$ cat src/rtl/mac_rs_fault_if.sv
// XGMII receive and transmit buses around the RS link-fault block.
// slave is the block's view; master is the MAC/PCS side driving it.
interface mac_rs_fault_if #(
  parameter int N_CHANNELS = 8
);
  logic [N_CHANNELS-1:0]   i_rx_xgmii_ctrl;
  logic [N_CHANNELS*8-1:0] i_rx_xgmii_data;
  logic [N_CHANNELS-1:0]   o_rx_xgmii_ctrl;
  logic [N_CHANNELS*8-1:0] o_rx_xgmii_data;
  logic [N_CHANNELS-1:0]   i_tx_xgmii_ctrl;
  logic [N_CHANNELS*8-1:0] i_tx_xgmii_data;
  logic [N_CHANNELS-1:0]   o_tx_xgmii_ctrl;
  logic [N_CHANNELS*8-1:0] o_tx_xgmii_data;

  modport slave (
    input  i_rx_xgmii_ctrl, i_rx_xgmii_data,
    input  i_tx_xgmii_ctrl, i_tx_xgmii_data,
    output o_rx_xgmii_ctrl, o_rx_xgmii_data,
    output o_tx_xgmii_ctrl, o_tx_xgmii_data
  );

  modport master (
    output i_rx_xgmii_ctrl, i_rx_xgmii_data,
    output i_tx_xgmii_ctrl, i_tx_xgmii_data,
    input  o_rx_xgmii_ctrl, o_rx_xgmii_data,
    input  o_tx_xgmii_ctrl, o_tx_xgmii_data
  );
endinterface

$ cat src/rtl/mac_rs_fault.sv
// RS link-fault block: clause-46 fault detection on RX and
// frame-safe TX override (remote-fault sets or idles).
module mac_rs_fault #(
  parameter int N_CHANNELS    = 8,
  parameter int FAULT_SEQ_CNT = 4,
  parameter int COL_WINDOW    = 128,
  parameter int W_CNT         = 16
) (
  input  logic             i_clk,
  input  logic             i_reset,
  input  logic             i_clk_en,
  input  logic             i_cfg_fault_en,
  mac_rs_fault_if.slave    xg,
  output logic [1:0]       o_link_fault,
  output logic             o_link_up,
  output logic [W_CNT-1:0] o_suppressed_cnt
);
  localparam int W_BYTE = 8;
  localparam int N_COL  = N_CHANNELS / 4;
  localparam int W_DATA = N_CHANNELS * W_BYTE;
  localparam int W_SEQ  = $clog2(FAULT_SEQ_CNT + 1);
  localparam int W_COL  = $clog2(COL_WINDOW + 2);

  localparam logic [W_SEQ-1:0] SEQ_MAX = W_SEQ'(FAULT_SEQ_CNT);
  localparam logic [W_COL-1:0] COL_MAX = W_COL'(COL_WINDOW + 1);

  localparam logic [1:0] ST_OK    = 2'd0;
  localparam logic [1:0] ST_COUNT = 2'd1;
  localparam logic [1:0] ST_FAULT = 2'd2;

  localparam logic [7:0] C_IDLE  = 8'h07;
  localparam logic [7:0] C_START = 8'hfb;
  localparam logic [7:0] C_TERM  = 8'hfd;
  localparam logic [7:0] C_SEQ   = 8'h9c;

  localparam logic [1:0]  T_LOCAL  = 2'b01;
  localparam logic [31:0] IDLE_COL = {4{C_IDLE}};
  localparam logic [31:0] RF_COL   = {8'h02, 8'h00, 8'h00, C_SEQ};

  logic [1:0]            st_q, st_d;
  logic [W_SEQ-1:0]      seq_q, seq_d;
  logic [1:0]            type_q, type_d;
  logic [W_COL-1:0]      col_q, col_d;
  logic [1:0]            fault_q, fault_d;
  logic                  frame_q, frame_d;
  logic                  mode_q, mode_d;
  logic [W_CNT-1:0]      cnt_q, cnt_d;
  logic [N_CHANNELS-1:0] rx_ctrl_q, rx_ctrl_d;
  logic [W_DATA-1:0]     rx_data_q, rx_data_d;
  logic [N_CHANNELS-1:0] tx_ctrl_q, tx_ctrl_d;
  logic [W_DATA-1:0]     tx_data_q, tx_data_d;

  logic                  ovr_on;
  logic [1:0]            seq_t;
  logic                  has_start;
  logic [3:0]            cc;
  logic [31:0]           cd;

  // Returns the fault type of a column, or 0 if it is not a fault set.
  function automatic logic [1:0] seq_type(
    input logic [3:0]  c,
    input logic [31:0] d
  );
    logic [1:0] t;
    t = 2'b00;
    if (c == 4'b0001 && d[23:0] == {16'h0000, C_SEQ} &&
        (d[31:24] == 8'h01 || d[31:24] == 8'h02))
      t = d[25:24];
    return t;
  endfunction

  always_comb begin
    st_d      = st_q;
    seq_d     = seq_q;
    type_d    = type_q;
    col_d     = col_q;
    fault_d   = fault_q;
    frame_d   = frame_q;
    mode_d    = mode_q;
    cnt_d     = cnt_q;
    rx_ctrl_d = xg.i_rx_xgmii_ctrl;
    rx_data_d = xg.i_rx_xgmii_data;
    tx_ctrl_d = xg.i_tx_xgmii_ctrl;
    tx_data_d = xg.i_tx_xgmii_data;
    seq_t     = 2'b00;
    has_start = 1'b0;
    cc        = '0;
    cd        = '0;
    ovr_on    = i_cfg_fault_en && (fault_q != 2'b00);
    for (int c = 0; c < N_COL; c++) begin
      cc    = xg.i_rx_xgmii_ctrl[4*c +: 4];
      cd    = xg.i_rx_xgmii_data[32*c +: 32];
      seq_t = seq_type(cc, cd);
      if (col_d != COL_MAX)
        col_d = col_d + W_COL'(1);
      if (seq_t != 2'b00) begin
        rx_ctrl_d[4*c +: 4]   = 4'hf;
        rx_data_d[32*c +: 32] = IDLE_COL;
        col_d = '0;
        if (!(st_d == ST_FAULT && seq_t == type_d)) begin
          if (st_d == ST_COUNT && seq_t == type_d)
            seq_d = seq_d + W_SEQ'(1);
          else
            seq_d = W_SEQ'(1);
          type_d = seq_t;
          st_d   = ST_COUNT;
          if (seq_d >= SEQ_MAX) begin
            st_d    = ST_FAULT;
            fault_d = seq_t;
          end
        end
      end else if (st_d != ST_OK && col_d == COL_MAX) begin
        st_d    = ST_OK;
        fault_d = 2'b00;
      end
      // Mode may only follow the fault status between frames
      cc = xg.i_tx_xgmii_ctrl[4*c +: 4];
      cd = xg.i_tx_xgmii_data[32*c +: 32];
      if (!frame_d)
        mode_d = ovr_on;
      has_start = 1'b0;
      for (int l = 0; l < 4; l++) begin
        if (cc[l] && cd[8*l +: 8] == C_START) begin
          has_start = 1'b1;
          frame_d   = 1'b1;
        end
        if (cc[l] && cd[8*l +: 8] == C_TERM)
          frame_d = 1'b0;
      end
      if (mode_d) begin
        if (has_start && cnt_d != '1)
          cnt_d = cnt_d + W_CNT'(1);
        if (fault_q == T_LOCAL) begin
          tx_ctrl_d[4*c +: 4]   = 4'b0001;
          tx_data_d[32*c +: 32] = RF_COL;
        end else begin
          tx_ctrl_d[4*c +: 4]   = 4'hf;
          tx_data_d[32*c +: 32] = IDLE_COL;
        end
      end
    end
  end

  always_ff @(posedge i_clk) begin
    if (i_reset) begin
      st_q      <= ST_OK;
      seq_q     <= '0;
      type_q    <= 2'b00;
      col_q     <= '0;
      fault_q   <= 2'b00;
      frame_q   <= 1'b0;
      mode_q    <= 1'b0;
      cnt_q     <= '0;
      rx_ctrl_q <= '1;
      rx_data_q <= {N_CHANNELS{C_IDLE}};
      tx_ctrl_q <= '1;
      tx_data_q <= {N_CHANNELS{C_IDLE}};
    end else if (i_clk_en) begin
      st_q      <= st_d;
      seq_q     <= seq_d;
      type_q    <= type_d;
      col_q     <= col_d;
      fault_q   <= fault_d;
      frame_q   <= frame_d;
      mode_q    <= mode_d;
      cnt_q     <= cnt_d;
      rx_ctrl_q <= rx_ctrl_d;
      rx_data_q <= rx_data_d;
      tx_ctrl_q <= tx_ctrl_d;
      tx_data_q <= tx_data_d;
    end
  end

  assign xg.o_rx_xgmii_ctrl = rx_ctrl_q;
  assign xg.o_rx_xgmii_data = rx_data_q;
  assign xg.o_tx_xgmii_ctrl = tx_ctrl_q;
  assign xg.o_tx_xgmii_data = tx_data_q;
  assign o_link_fault       = fault_q;
  assign o_link_up          = (fault_q == 2'b00);
  assign o_suppressed_cnt   = cnt_q;

endmodule

$ cat src/flat_wrapper.sv
// flat-port wrapper written by rule: the top's interface ports become plain ports
module mac_rs_fault_flat 
#(
  parameter int N_CHANNELS    = 8,
  parameter int FAULT_SEQ_CNT = 4,
  parameter int COL_WINDOW    = 128,
  parameter int W_CNT         = 16
)
  (i_clk, i_reset, i_clk_en, i_cfg_fault_en, o_link_fault, o_link_up, o_suppressed_cnt, xg_i_rx_xgmii_ctrl, xg_i_rx_xgmii_data, xg_i_tx_xgmii_ctrl, xg_i_tx_xgmii_data, xg_o_rx_xgmii_ctrl, xg_o_rx_xgmii_data, xg_o_tx_xgmii_ctrl, xg_o_tx_xgmii_data);
  mac_rs_fault_if #(.N_CHANNELS(N_CHANNELS)) xg_i ();
  input  logic i_clk;
  input  logic i_reset;
  input  logic i_clk_en;
  input  logic i_cfg_fault_en;
  output logic [1:0] o_link_fault;
  output logic o_link_up;
  output logic [W_CNT-1:0] o_suppressed_cnt;
  input wire logic [$bits(xg_i.i_rx_xgmii_ctrl)-1:0] xg_i_rx_xgmii_ctrl;
  input wire logic [$bits(xg_i.i_rx_xgmii_data)-1:0] xg_i_rx_xgmii_data;
  input wire logic [$bits(xg_i.i_tx_xgmii_ctrl)-1:0] xg_i_tx_xgmii_ctrl;
  input wire logic [$bits(xg_i.i_tx_xgmii_data)-1:0] xg_i_tx_xgmii_data;
  output wire logic [$bits(xg_i.o_rx_xgmii_ctrl)-1:0] xg_o_rx_xgmii_ctrl;
  output wire logic [$bits(xg_i.o_rx_xgmii_data)-1:0] xg_o_rx_xgmii_data;
  output wire logic [$bits(xg_i.o_tx_xgmii_ctrl)-1:0] xg_o_tx_xgmii_ctrl;
  output wire logic [$bits(xg_i.o_tx_xgmii_data)-1:0] xg_o_tx_xgmii_data;
  assign xg_i.i_rx_xgmii_ctrl = xg_i_rx_xgmii_ctrl;
  assign xg_i.i_rx_xgmii_data = xg_i_rx_xgmii_data;
  assign xg_i.i_tx_xgmii_ctrl = xg_i_tx_xgmii_ctrl;
  assign xg_i.i_tx_xgmii_data = xg_i_tx_xgmii_data;
  assign xg_o_rx_xgmii_ctrl = xg_i.o_rx_xgmii_ctrl;
  assign xg_o_rx_xgmii_data = xg_i.o_rx_xgmii_data;
  assign xg_o_tx_xgmii_ctrl = xg_i.o_tx_xgmii_ctrl;
  assign xg_o_tx_xgmii_data = xg_i.o_tx_xgmii_data;
  mac_rs_fault #(.N_CHANNELS(N_CHANNELS), .FAULT_SEQ_CNT(FAULT_SEQ_CNT), .COL_WINDOW(COL_WINDOW), .W_CNT(W_CNT)) u_core (.i_clk(i_clk), .i_reset(i_reset), .i_clk_en(i_clk_en), .i_cfg_fault_en(i_cfg_fault_en), .xg(xg_i), .o_link_fault(o_link_fault), .o_link_up(o_link_up), .o_suppressed_cnt(o_suppressed_cnt));
endmodule
$ cat config.mk
export PLATFORM = sky130hd
export DESIGN_NAME = mac_rs_fault_flat
export DESIGN_NICKNAME = d
export VERILOG_FILES = /design/src/rtl/mac_rs_fault_if.sv /design/src/rtl/mac_rs_fault.sv /design/src/flat_wrapper.sv
export SDC_FILE = /design/constraint.sdc
export NUM_CORES = 1
export LEC_CHECK = 0
export BUFFER_PORTS_ARGS = -buffer_cell sky130_fd_sc_hd__buf_2
export CELL_PAD_IN_SITES_DETAIL_PLACEMENT = 0
export CELL_PAD_IN_SITES_GLOBAL_PLACEMENT = 1
export CORE_MARGIN = 2
export CORE_UTILIZATION = 23
export CTS_CLUSTER_DIAMETER = 60
export DETAILED_ROUTE_END_ITERATION = 8
export MAX_ROUTING_LAYER = met4
export PLACE_DENSITY_LB_ADDON = 0.15
export SYNTH_ARGS = -nofsm -noshare
export SYNTH_HDL_FRONTEND = slang
export SYNTH_SLANG_ARGS = --single-unit
$ cat constraint.sdc
create_clock -name i_clk -period 12.4 [get_ports i_clk]
set_input_delay 2.48 -clock i_clk [delete_from_list [all_inputs] [get_ports i_clk]]
set_output_delay 2.48 -clock i_clk [all_outputs]
set_load 0.05 [all_outputs]
==> results_dict.tcl <==
set metrics [dict create \
    status "finished, final reports clean" \
    p_sw_uw 474 \
    synthAdderAreaFrac 0.00930 \
    cts_made_buffers 17 \
    grt_usage 0.174 \
    die_h_um 206 \
    rsz0062_at_grt "false" \
    period_share 0.507 \
    vias 9832 \
    routedWlPerCell_um 18.3 \
    cts_tree "done" \
    drt-initial-drc-count 592 \
    synth.yosys.seq_area_share 0.380 \
    syn_area_per_cell_um2 7.76 \
    pwr_density_cell_mw_per_mm2 121 \
    slew_headroom 0.310 \
    setup_ws_ns 6.11 \
    final_max_slew_viol_count 0 \
    timing.final.crit_period_ns 6.29 \
    cap_viol_max_count 0 \
    crit_path_end_kind "flop" \
    worstPathArrival_ns 6.62 \
    synth_fp_nets 1368 \
    viasPerCell 4.88 \
    synth_cell_types 77 \
    synth_top_family_by_area "simple AND/OR/NAND/NOR gates" \
    pin_count 311 \
    grt_pass1_vias 9311 \
    critical_path.cell_chain "buf_2, o21ai_1, o21a_1, a41o_1, nor2_1, xnor2_1, ha_1, nand4_1, o221ai_1, or4b_4, o21a_1, a21oi_1, mux2_1" \
    ys_warn_count 0 \
    synth_top_flop_cell "dfxtp_1" \
    synthMuxAreaShare 0.0554 \
    postSynthCellCount 1213 \
    dp_cells 1980 \
    critPathTopFamily "compound AO/OA/AOI/OAI gates" \
    final.setup.tns_ns 0 \
    worstMarginPinSlew_ns 1.03 \
    cts_resized 0 \
    ctsHoldBuffers 0 \
    swShare 0.328 \
    p_int_uw 971 \
    final_core_util 0.295 \
    crit_top_cell "o21a_1" \
    syn_to_final_growth_pct 27.3 \
    route.detailed.drc 0 \
    max_stage_delay_ns 0.85 \
    overflow 0 \
    die_x_um 206 \
    nets 1622 \
    clock_latency_ns 0.45 \
    worstHoldPathType "reg2reg" \
    path_class "in2reg" \
    root_buffer "clkbuf_16" \
    synth_xor_area_frac 0.0195 \
    clock-sinks 179 \
    initial_utilization 0.232 \
    port_buffers 310 \
    crit_buf_inv 1 \
    start_kind "input pin" \
    async_flop_share 0 \
    ant_nets 0 \
    routed_wl_mm 36.8 \
    syn_area_mm2 0.00942 \
    first_pass_iters 5 \
    setup_viol 0 \
    dieArea_mm2 0.0426 \
    core_mm2 0.0406 \
    stdcell_count 2014 \
    worst_clock_skew_ns 0.00848 \
    clock_path_buffers 2 \
    synth_seq_cells 179 \
    clkPwrFrac 0.382 \
    synth-compound-area-share 0.206 \
    finalHoldViolCount 0 \
    cp.required_ns 12.74 \
    path_max_fanout 24 \
    p_comb_frac 0.187 \
    h-tree-depth 4 \
    gp_congestion 0.834 \
    row_count 74 \
    final_layout_size_suffix_gt1_frac 0.270 \
    dp_hpwl_mm 26.6 \
    leakage_uw 0.00493 \
    fmax_mhz 159 \
    clkTransAtPathRegs_ns 0.07 \
    worst_ir_drop_vdd_mv 0.0892 \
    synthSimpleGateAreaFrac 0.288 \
    slowest_stage "o21a_1" \
    grt_max_degree 106 \
    synth_edf_count 0 \
    antenna_found_initial 2 \
    p_seq_frac 0.431 \
    post-cts-setup-buffers 0 \
    dp_slack_ns 5.59 \
    grt_pass1_wl_mm 55.0 \
    whs_ns 0.458 \
]
layout by cell type (no fill, tap or decap), types with 8 or more instances in the layout:
cell type and instances:
dfxtp_1 179, inv_1 15, nor2b_1 15, buf_4 10, buf_2 308, clkbuf_16 17
nand4_1 19, xnor2_1 12, nand2_1 100, nor3_1 25, or3_1 12, mux2_1 8
a211oi_1 8, or2_2 31, xor2_1 9, nand2b_1 10, o21ai_0 79, a311oi_1 8
nor4_1 19, nor2_1 169, mux2i_1 42, a21oi_1 122, nand3_1 80, a211o_1 9
and4_1 10
worst min-delay path: stages, from the launching register on:
cell,delay (ns)
dfxtp_1,0.31
nand2_1,0.05
a21oi_1,0.05
routing by layer:
| layer | global-route usage | wire length [um] |
|---|---|---|
| met1 | 0.222 | 17000 |
| met2 | 0.273 | 17200 |
| met3 | 0.0421 | 1960 |
| met4 | 0.0464 | 527 |
| met5 | - | 0 |
synth_stat cells (all sizes together), types with 20 or more instances:
cell / instances / area, um2
dfxtp: 179 / 3580
nor2: 169 / 634
a21oi: 122 / 611
nand2: 100 / 375
o21ai: 84 / 432
nand3: 80 / 400
clkbuf: 74 / 278
mux2i: 42 / 420
or2: 35 / 219
nor3: 28 / 145
nand4: 20 / 140
nor4: 20 / 131
area by class of cell:
cell class              count  area (um2)
diodes                      3        7.51
clock buffers              19         453
clock inverters            12         120
fillers                  4444       28700
inverters                  16        61.3
multi-input cells         933        5460
flip-flops and latches    179        3580
well taps                 532         666
repair buffers            320        1640
flip-flops by register name, indices dropped and copies added (netlist names):
signal and count:
u_core.type_q 2, u_core.xg.o_rx_xgmii_data 64, u_core.seq_q 3, u_core.o_link_fault 2, u_core.xg.o_tx_xgmii_ctrl 8, u_core.frame_q 1, u_core.st_q 2, u_core.mode_q 1
u_core.xg.o_tx_xgmii_data 64, u_core.o_suppressed_cnt 16, u_core.xg.o_rx_xgmii_ctrl 8, u_core.col_q 8
power groups by stage:
stage          clock network, uW  registers (uW)  logic (uW)
2_1_floorplan                  0             734        83.6
3_3_place_gp                   0             636         273
3_5_place_dp                   0             636         272
4_1_cts                      577             623         273
5_1_grt                      595             627         291
6_report                     552             623         270
through the flow:
stage,cell area (um2),total power [uW]
final,12000,1440
after global routing,12000,1510
after CTS,12000,1470
after detailed placement,11400,909
after global placement,11400,909
after floorplan,9420,818
logic make-up after synthesis:
| kind of cell | after synthesis |
|---|---|
| xor gates and xnor gates | 21 |
| adders and majority gates | 7 |
| and+or+nand+nor | 541 |
| muxes | 51 |
| DFF | 179 |
| AOI/OAI and AO/OA | 313 |
| buffers and inverters | 101 |
final timing paths:
path,from,endpoint,slack (ns),cells after the start
setup / recovery,i_cfg_fault_en,u_core.o_suppressed_cnt[8],6.11,13
setup reg to reg,u_core.o_link_fault[0],u_core.o_suppressed_cnt[8],7.66,12
hold / removal,u_core.xg.o_tx_xgmii_data[14],u_core.xg.o_tx_xgmii_data[14],0.46,2
hold reg to reg,u_core.xg.o_tx_xgmii_data[14],u_core.xg.o_tx_xgmii_data[14],0.46,2
Note: power is estimated with default switching activity, not from simulation.
